File: config.mk
export PLATFORM = sky130hd
export DESIGN_NAME = io_output
export DESIGN_NICKNAME = d
export VERILOG_FILES = /design/src/rtl/io_output.sv
export SDC_FILE = /design/constraint.sdc
export NUM_CORES = 1
export LEC_CHECK = 0
export ABC_AREA = 1
export CORE_ASPECT_RATIO = 1.25
export CORE_MARGIN = 2
export CORE_UTILIZATION = 48
export CTS_CLUSTER_DIAMETER = 200
export DETAILED_ROUTE_END_ITERATION = 7
export GPL_ROUTABILITY_DRIVEN = 1
export GPL_TIMING_DRIVEN = 0
export PLACE_DENSITY_LB_ADDON = 0.25
export SETUP_SLACK_MARGIN = 0.2
export SLEW_MARGIN = 20
export SYNTH_ARGS = -nofsm -noshare
export SYNTH_HDL_FRONTEND = slang
export SYNTH_SLANG_ARGS = --single-unit
export TNS_END_PERCENT = 100
File: constraint.sdc
create_clock -name io_clk -period 6 [get_ports io_clk]
set_clock_uncertainty 0.05 [all_clocks]
set_input_delay 1.5 -clock io_clk [delete_from_list [all_inputs] [get_ports io_clk]]
set_output_delay 1.5 -clock io_clk [all_outputs]
set_load 0.02 [all_outputs]
File: src/rtl/io_output.sv
// Memory-mapped output ports (0x80/0x84/0x88) with write strobes, readback, and an
// 8-digit multiplexed hex display of port 2. Define IO_OUT_BLANK_EN for leading-zero blanking.
module io_output #(
    parameter int SCAN_DIV_W = 16
) (
    input  logic        io_clk,
    input  logic        reset,
    input  logic [31:0] addr,
    input  logic [31:0] datain,
    input  logic        write_io_enable,
    output logic [31:0] out_port0,
    output logic [31:0] out_port1,
    output logic [31:0] out_port2,
    output logic [2:0]  out_strobe,
    output logic [31:0] io_readback,
    output logic [7:0]  seg_an,
    output logic [6:0]  seg_cat
);

    logic [31:0]           port0_q, port0_d;
    logic [31:0]           port1_q, port1_d;
    logic [31:0]           port2_q, port2_d;
    logic [2:0]            strobe_q, strobe_d;
    logic [SCAN_DIV_W-1:0] scan_q, scan_d;
    logic [2:0]            idx_q, idx_d;
    logic [7:0]            seg_an_q, seg_an_d;
    logic [6:0]            seg_cat_q, seg_cat_d;

    logic [2:0]            hit;
    logic [3:0]            nibble;
    logic                  blank;

    function automatic logic [6:0] hex7(input logic [3:0] v);
        logic [6:0] s;
        case (v)
            4'h0: s = 7'h40;
            4'h1: s = 7'h79;
            4'h2: s = 7'h24;
            4'h3: s = 7'h30;
            4'h4: s = 7'h19;
            4'h5: s = 7'h12;
            4'h6: s = 7'h02;
            4'h7: s = 7'h78;
            4'h8: s = 7'h00;
            4'h9: s = 7'h10;
            4'hA: s = 7'h08;
            4'hB: s = 7'h03;
            4'hC: s = 7'h46;
            4'hD: s = 7'h21;
            4'hE: s = 7'h06;
            default: s = 7'h0E;
        endcase
        return s;
    endfunction

    always_comb begin
        hit = 3'b000;
        case (addr[7:2])
            6'b100000: hit = 3'b001;
            6'b100001: hit = 3'b010;
            6'b100010: hit = 3'b100;
            default:   hit = 3'b000;
        endcase
    end

    always_comb begin
        io_readback = 32'h0;
        case (hit)
            3'b001:  io_readback = port0_q;
            3'b010:  io_readback = port1_q;
            3'b100:  io_readback = port2_q;
            default: io_readback = 32'h0;
        endcase
    end

    always_comb begin
        strobe_d = write_io_enable ? hit : 3'b000;
        port0_d  = strobe_d[0] ? datain : port0_q;
        port1_d  = strobe_d[1] ? datain : port1_q;
        port2_d  = strobe_d[2] ? datain : port2_q;
    end

    // Display path samples the current idx and port2, so it lags both by one cycle.
    always_comb begin
        scan_d    = scan_q + SCAN_DIV_W'(1);
        idx_d     = (&scan_q) ? idx_q + 3'd1 : idx_q;
        nibble    = port2_q[{idx_q, 2'b00} +: 4];
`ifdef IO_OUT_BLANK_EN
        blank     = (idx_q != 3'd0) && ((port2_q >> {idx_q, 2'b00}) == 32'h0);
`else
        blank     = 1'b0;
`endif
        seg_an_d  = blank ? 8'hFF : ~(8'b1 << idx_q);
        seg_cat_d = hex7(nibble);
    end

    always_ff @(posedge io_clk) begin
        if (reset) begin
            port0_q   <= 32'h0;
            port1_q   <= 32'h0;
            port2_q   <= 32'h0;
            strobe_q  <= 3'b000;
            scan_q    <= '0;
            idx_q     <= 3'd0;
            seg_an_q  <= 8'hFE;
            seg_cat_q <= 7'h40;
        end else begin
            port0_q   <= port0_d;
            port1_q   <= port1_d;
            port2_q   <= port2_d;
            strobe_q  <= strobe_d;
            scan_q    <= scan_d;
            idx_q     <= idx_d;
            seg_an_q  <= seg_an_d;
            seg_cat_q <= seg_cat_d;
        end
    end

    assign out_port0  = port0_q;
    assign out_port1  = port1_q;
    assign out_port2  = port2_q;
    assign out_strobe = strobe_q;
    assign seg_an     = seg_an_q;
    assign seg_cat    = seg_cat_q;

endmodule

==> impl_metrics.sql, run 1 <==
INSERT INTO impl_metrics (metric_group, metric, value, unit) VALUES
('synth', 'netlist.area_leader.share', '0.457', ''),
('synth', 'synthesis.instances', '832', ''),
('power_and_ir_drop', 'vdd_drop_max', '0.166', 'mV'),
('clock_tree', 'clk_latency', '0.42', 'ns'),
('synth', 'ys_seq_elements', '133', ''),
('drt', 'finalWirelength', '20400', 'µm'),
('timing', 'final_max_slew_viol_count', '0', ''),
('floorplan', 'placement_rows', '45', ''),
('setup_path', 'cp_slowest_cell', 'clkdlybuf4s50_1', ''),
('outcome', 'outcome', 'complete, no violations', ''),
('setup_path', 'critical_path.max_stage_delay', '0.63', 'ns'),
('flow_run', 'max-cap-violations', '0', ''),
('floorplan', 'pin_count', '213', ''),
('clock_tree', 'cts-htree-levels', '4', ''),
('final_layout', 'ant_diodes', '0', ''),
('timing', 'grt_setup_unrepaired', 'false', ''),
('placement', 'gp_congestion', '0.916', ''),
('synth', 'synth_largest_area_cell', 'dfxtp_1', ''),
('final_layout', 'drive_gt1_frac', '0.0574', ''),
('drt', 'detail_route.vias_per_cell', '5.35', ''),
('drt', 'drt_pre_antenna_iters', '5', ''),
('setup_path', 'worstSetupEndpointType', 'primary output', ''),
('drt', 'antenna_left', '0', ''),
('synth', 'synthesis.area', '5820', 'µm²'),
('timing', 'achievable-frequency', '178', 'MHz'),
('timing', 'finalHoldViolCount', '0', ''),
('synth', 'ys_top_cells_by_area', 'dfxtp_1 (46%), nor2_1 (13%), nand2_1 (11%)', ''),
('timing', 'finalHoldWorstSlack', '0.396', 'ns'),
('setup_path', 'cp_common_cell', 'clkdlybuf4s50_1', ''),
('final_layout', 'fin_nets', '1117', ''),
('clock_tree', 'ctsHoldBuffers', '0', ''),
('worst_hold_path', 'hp-class', 'register to register', ''),
('setup_path', 'critical_path.cell_chain', 'clkdlybuf4s50_1, inv_1, nor2_2, nand4_2, inv_2, buf_2, nand2_1, nand3_1, clkdlybuf4s50_1', ''),
('synth', 'synth.yosys.seq_area_share', '0.457', ''),
('setup_path', 'timing.critical_path.required', '4.45', 'ns'),
('floorplan', 'die_h', '127', 'µm'),
('grt', 'global_route.overflow_total', '0', ''),
('placement', 'dp_hpwl', '14500', 'µm'),
('final_layout', 'syn_to_final_growth', '43.7', '%'),
('timing', 'maxSlewHeadroom', '0.479', ''),
('setup_path', 'critical_path.n_buffers_inverters', '5', ''),
('timing', 'final-setup-viol-count', '0', ''),
('drt', 'routed_wire_length_per_instance', '16.8', 'µm'),
('drt', 'detail_route.iter0.violations', '464', ''),
('setup_path', 'critical_path.startpoint_type', 'input port', ''),
('grt', 'number_of_global_route_vias_before_repair', '6043', ''),
('grt', 'grt_start_max_net_pins', '17', ''),
('synth', 'avgSynthCellArea', '7.00', 'µm²'),
('clock_tree', 'cts_tree', 'yes', ''),
('grt', 'antenna_found_initial', '0', ''),
('power_and_ir_drop', 'leakage', '3.33', 'nW'),
('clock_tree', 'clock_path_buffers', '2', ''),
('clock_tree', 'cts_inserted_buffers', '17', ''),
('floorplan', 'floorplan.core_area', '12000', 'µm²'),
('timing', 'worst_pin_slew', '0.781', 'ns'),
('floorplan', 'dieWidth', '103', 'µm'),
('setup_path', 'cp_max_fo', '10', ''),
('final_layout', 'most_common_cell_after_layout_fill_and_taps_aside', 'nor2_1', ''),
('timing', 'period_share', '0.934', ''),
('synth', 'yosys_warnings', '0', ''),
('setup_path', 'setup.worst_path.class', 'input port to primary output', ''),
('synth', 'ys_types', '32', ''),
('floorplan', 'die_area', '13000', 'µm²'),
('synth', 'postSynthNetCount', '913', ''),
('timing', 'finalCriticalPeriod', '5.60', 'ns'),
('setup_path', 'kind_of_cell_adding_the_most_delay_to_the_critical_path', 'buffers and inverters', ''),
('grt', 'grt.total_usage', '0.313', ''),
('floorplan', 'floorplan.initialDensity', '0.485', ''),
('final_layout', 'fill_cells', '1009', ''),
('final_layout', 'layout.cells.most_common_list', 'nor2_1 (206), clkdlybuf4s50_1 (185), nand2_1 (166), dfxtp_1 (133), o21ai_0 (108)', ''),
('drt', 'routed-via-count', '6477', ''),
('setup_path', 'worstPathArrival', '4.05', 'ns'),
('grt', 'first_pass_grt_wire_length', '31200', 'µm'),
('timing', 'setup_tns', '0', 'ns'),
('clock_tree', 'postCtsSetupRepairBufs', '0', ''),
('drt', 'drcViolationCount', '0', ''),
('clock_tree', 'cts_root_buffer', 'clkbuf_16', ''),
('power_and_ir_drop', 'powerDensity', '225', 'nW/µm²'),
('placement', 'port-buffer-count', '185', ''),
('clock_tree', 'clk_pin_slew_worst_paths', '0.05', 'ns'),
('clock_tree', 'tritoncts_num_sinks', '133', ''),
('clock_tree', 'postCtsResizedCells', '0', '');
-- power breakdown --
group | total (W) | internal [W] | switching (W)
Clock | 0.000889 | 0.000525 | 0.000364
Sequential | 0.000896 | 0.000891 | 0.00000576
Combinational | 0.0000989 | 0.0000431 | 0.0000557
Total | 0.00188 | 0.00146 | 0.000426
-- final cells by class --
cell class	count	area [µm²]	area share
Sequential cell	133	2660	0.318
Inverter	43	161	0.0193
Multi-Input combinational cell	611	2800	0.334
Buffer	45	203	0.0242
Clock inverter	7	35.0	0.00419
Timing Repair Buffer	185	1850	0.221
Tap cell	164	205	0.0245
Clock buffer	22	454	0.0543
-- registers in the layout, indices dropped and copies added, names as in the netlist --
name	count
idx_q	3
out_strobe	3
seg_cat	7
out_port1	32
out_port0	32
out_port2	32
scan_q	16
seg_an	8
-- cells in the mapped netlist (all sizes together) --
| cell type | n |
|---|---|
| nand2 | 168 |
| o211ai | 11 |
| nand3b | 2 |
| buf | 21 |
| o21a | 1 |
| a21oi | 24 |
| nand4 | 6 |
| inv | 42 |
| ha | 14 |
| dfxtp | 133 |
| o21ai | 110 |
| nor2 | 209 |
| nand3 | 50 |
| a211oi | 1 |
| nor3b | 1 |
| nor3 | 10 |
| or2 | 1 |
| a31o | 1 |
| o211a | 1 |
| clkbuf | 24 |
| a31oi | 1 |
| clkinv | 1 |
-- cells by family (layout without fill, tap and decap cells) --
family,Yosys count,after routing,synth area share
buf+inv,88,302,0.0625
simple gates,447,447,0.314
compound gates,150,150,0.136
flops,133,133,0.457
fa+ha+maj,14,14,0.0301
-- stage by stage --
| stage | std cells | total power [W] | utilization | area (µm²) | setup slack [ns] |
|---|---|---|---|---|---|
| floorplan | 832 | 0.000952 | - | 5820 | 1.94 |
| global placement | 1181 | 0.00101 | 0.657 | 7880 | 0.495 |
| detailed placement | 1181 | 0.00101 | 0.657 | 7880 | 0.429 |
| CTS | 1210 | 0.00188 | 0.698 | 8370 | 0.417 |
| global route | 1210 | 0.00192 | 0.698 | 8370 | 0.337 |
| finish | 1210 | 0.00188 | 0.698 | 8370 | 0.395 |
-- worst paths after layout --
kind	slack, ns	cells past startpoint	to	startpoint
setup / recovery	0.40	9	io_readback[0]	addr[7]
hold / removal	0.40	1	scan_q[0]	scan_q[0]
setup reg to reg	3.57	11	seg_cat[2]	idx_q[0]
hold reg to reg	0.40	1	scan_q[0]	scan_q[0]
-- per-layer routing --
metal,global-route usage,up-vias,share of wire
li1,-,3095,-
met5,0,-,0
met3,0.0777,60,0.090
met1,0.371,2974,0.37
met2,0.509,348,0.49
met4,0.184,0,0.047
Power figures use the tool's default switching activity.
==> run 2: changes to the inputs <==
--- a/config.mk
+++ b/config.mk
@@ -12,8 +12,8 @@
 export CTS_CLUSTER_DIAMETER = 200
 export DETAILED_ROUTE_END_ITERATION = 7
 export GPL_ROUTABILITY_DRIVEN = 1
-export GPL_TIMING_DRIVEN = 0
 export PLACE_DENSITY_LB_ADDON = 0.25
+export REMOVE_ABC_BUFFERS = 1
 export SETUP_SLACK_MARGIN = 0.2
 export SLEW_MARGIN = 20
 export SYNTH_ARGS = -nofsm -noshare
==> run 2 against run 1 <==
Effect of this change: largest cell class unchanged; final cell count decreased by 2.6%; flip-flop and latch count unchanged; combinational power decreased by 8.2%; critical path type unchanged; clock-buffer cell count decreased by 2; highest routed layer unchanged; fmax increased by 7.7%.
==> impl_metrics.sql, run 2 (synthesized netlist as in run 1, its figures left out) <==
INSERT INTO impl_metrics (metric_group, metric, value, unit) VALUES
('outcome', 'outcome', 'complete, no violations', ''),
('final_layout', 'fin_nets', '1082', ''),
('setup_path', 'cp_slowest_cell', 'clkdlybuf4s50_1', ''),
('timing', 'setup_tns', '0', 'ns'),
('drt', 'routed-via-count', '6111', ''),
('setup_path', 'worstSetupEndpointType', 'primary output', ''),
('grt', 'grt.total_usage', '0.281', ''),
('setup_path', 'timing.critical_path.required', '4.45', 'ns'),
('grt', 'grt_start_max_net_pins', '57', ''),
('clock_tree', 'cts_inserted_buffers', '17', ''),
('drt', 'drcViolationCount', '0', ''),
('drt', 'drt_pre_antenna_iters', '5', ''),
('power_and_ir_drop', 'clock_power_share', '0.526', ''),
('power_and_ir_drop', 'leakage', '3.32', 'nW'),
('setup_path', 'worstPathArrival', '3.65', 'ns'),
('setup_path', 'worst-path-stages', '8', ''),
('final_layout', 'most_common_cell_after_layout_fill_and_taps_aside', 'nor2_1', ''),
('floorplan', 'placement_rows', '45', ''),
('clock_tree', 'clock_path_buffers', '2', ''),
('timing', 'maxSlewHeadroom', '0.408', ''),
('placement', 'dp_hpwl', '11700', 'µm'),
('placement', 'port-buffer-count', '186', ''),
('drt', 'detail_route.vias_per_cell', '5.19', ''),
('setup_path', 'setup.worst_path.class', 'input port to primary output', ''),
('setup_path', 'kind_of_cell_adding_the_most_delay_to_the_critical_path', 'buffers and inverters', ''),
('clock_tree', 'cts-htree-levels', '4', ''),
('setup_path', 'critical_path.reg2reg.endpoint', 'seg_cat[3]', ''),
('clock_tree', 'cts_tree', 'yes', ''),
('worst_hold_path', 'hp-class', 'register to register', ''),
('placement', 'gp_congestion', '0.802', ''),
('drt', 'finalWirelength', '18100', 'µm'),
('drt', 'routed_wire_length_per_instance', '15.4', 'µm'),
('floorplan', 'die_h', '127', 'µm'),
('power_and_ir_drop', 'p_total', '0.00208', 'W'),
('setup_path', 'critical_path.cell_chain', 'clkdlybuf4s50_1, nor2_2, nand2_1, nor3_4, buf_4, nand2_1, nand3_1, clkdlybuf4s50_1', ''),
('power_and_ir_drop', 'powerDensity', '248', 'nW/µm²'),
('final_layout', 'ant_diodes', '0', ''),
('setup_path', 'cp_max_fo', '33', ''),
('setup_path', 'critical_path.n_buffers_inverters', '3', ''),
('power_and_ir_drop', 'p_seq_frac', '0.430', ''),
('final_layout', 'syn_to_final_growth', '43.9', '%'),
('power_and_ir_drop', 'share_comb_of_total_power', '0.044', ''),
('power_and_ir_drop', 'vdd_drop_max', '0.161', 'mV'),
('drt', 'antenna_left', '0', ''),
('worst_hold_path', 'hold_start', 'scan_q[0]', ''),
('final_layout', 'drive_gt1_frac', '0.0562', ''),
('timing', 'grt_setup_unrepaired', 'false', ''),
('power_and_ir_drop', 'p_int', '0.00164', 'W'),
('timing', 'finalCriticalPeriod', '5.20', 'ns'),
('grt', 'number_of_global_route_vias_before_repair', '5786', ''),
('worst_hold_path', 'worstHoldPathCells', '1', ''),
('timing', 'finalHoldViolCount', '0', ''),
('grt', 'antenna_found_initial', '0', ''),
('drt', 'detail_route.iter0.violations', '350', ''),
('power_and_ir_drop', 'p_sw', '0.000442', 'W'),
('floorplan', 'die_area', '13000', 'µm²'),
('clock_tree', 'cts_root_buffer', 'clkbuf_16', ''),
('final_layout', 'fill_cells', '1006', ''),
('clock_tree', 'ctsHoldBuffers', '0', ''),
('final_layout', 'layout.area.seq', '2660', 'µm²'),
('timing', 'final_max_slew_viol_count', '0', ''),
('floorplan', 'floorplan.initialDensity', '0.485', ''),
('timing', 'final-setup-viol-count', '0', ''),
('setup_path', 'rr_startpoint', 'idx_q[0]', ''),
('final_layout', 'multi_input_comb_area', '2800', 'µm²'),
('flow_run', 'max-cap-violations', '0', ''),
('floorplan', 'dieWidth', '103', 'µm'),
('clock_tree', 'tritoncts_num_sinks', '133', ''),
('setup_path', 'critical_path.max_stage_delay', '0.63', 'ns'),
('setup_path', 'r2r_slack', '3.31', 'ns'),
('floorplan', 'floorplan.core_area', '12000', 'µm²'),
('timing', 'achievable-frequency', '192', 'MHz'),
('clock_tree', 'clk_latency', '0.42', 'ns'),
('worst_hold_path', 'min_delay_worst_endpoint', 'scan_q[0]', ''),
('clock_tree', 'postCtsSetupRepairBufs', '0', ''),
('timing', 'period_share', '0.867', ''),
('clock_tree', 'clk_pin_slew_worst_paths', '0.06', 'ns'),
('setup_path', 'critical_path.startpoint_type', 'input port', ''),
('grt', 'first_pass_grt_wire_length', '28900', 'µm'),
('clock_tree', 'postCtsResizedCells', '0', ''),
('grt', 'global_route.overflow_total', '0', ''),
('floorplan', 'pin_count', '213', ''),
('setup_path', 'timing.reg2reg.worst_path_depth', '12', ''),
('timing', 'worst_pin_slew', '0.886', 'ns'),
('final_layout', 'layout.cells.most_common_list', 'nor2_1 (205), clkdlybuf4s50_1 (186), nand2_1 (166), dfxtp_1 (133), o21ai_0 (108)', ''),
('power_and_ir_drop', 'power.switching_fraction', '0.212', '');
## run 2: cell count changes in the layout (fill, tap and decap cells not counted), moves of 2 or more
| cell | delta |
|---|---|
| bufinv_16 | +4 |
| clkbuf_1 | -26 |
| clkinv_2 | -4 |
| clkinv_4 | +2 |
| buf_4 | +5 |
| buf_2 | -15 |
| buf_1 | -2 |
| clkinvlp_4 | +2 |
## run 2: cell type report
type                       count  share of cell area
inverter                      43              0.0193
clock buffer                  20              0.0533
multi-input combinational    611               0.334
sequential                   133               0.318
tap                          164              0.0245
timing repair buffer         195               0.230
clock inverter                12              0.0211
## run 2: power groups by stage
stage / Combinational, W / Clock [W] / Sequential [W]
after floorplan: 0.0000274 / 0 / 0.000920
after global placement: 0.0000892 / 0 / 0.000915
after detailed placement: 0.0000898 / 0 / 0.000915
after CTS: 0.0000905 / 0.00110 / 0.000896
after global routing: 0.0000989 / 0.00114 / 0.000896
final: 0.0000908 / 0.00109 / 0.000896
## run 2: metal layers
| layer | vias up | GRT usage | part of all wire |
|---|---|---|---|
| met1 | 2825 | 0.349 | 0.41 |
| met2 | 227 | 0.474 | 0.50 |
| met3 | 34 | 0.0635 | 0.067 |
| met5 | - | 0 | 0 |
| li1 | 3025 | - | - |
| met4 | 0 | 0.104 | 0.027 |
## run 2: through the flow
stage,setup WS (ns),utilization,instances,hold WS [ns],instance area (µm²)
2_1_floorplan,1.71,-,787,0.365,5620
3_3_place_gp,0.844,0.647,1146,0.381,7760
3_5_place_dp,0.814,0.647,1146,0.401,7760
4_1_cts,0.807,0.699,1178,0.409,8380
5_1_grt,0.675,0.699,1178,0.428,8380
6_report,0.796,0.699,1178,0.403,8380
## run 2: worst max path at each step
| stage | start | endpoint | slack [ns] |
|---|---|---|---|
| after global placement | addr[5] | io_readback[29] | 0.84 |
| final | addr[5] | io_readback[22] | 0.80 |
| after detailed placement | addr[5] | io_readback[1] | 0.81 |
| after floorplan | addr[5] | io_readback[13] | 1.71 |
| after CTS | addr[5] | io_readback[1] | 0.81 |
| after global routing | addr[5] | io_readback[22] | 0.67 |
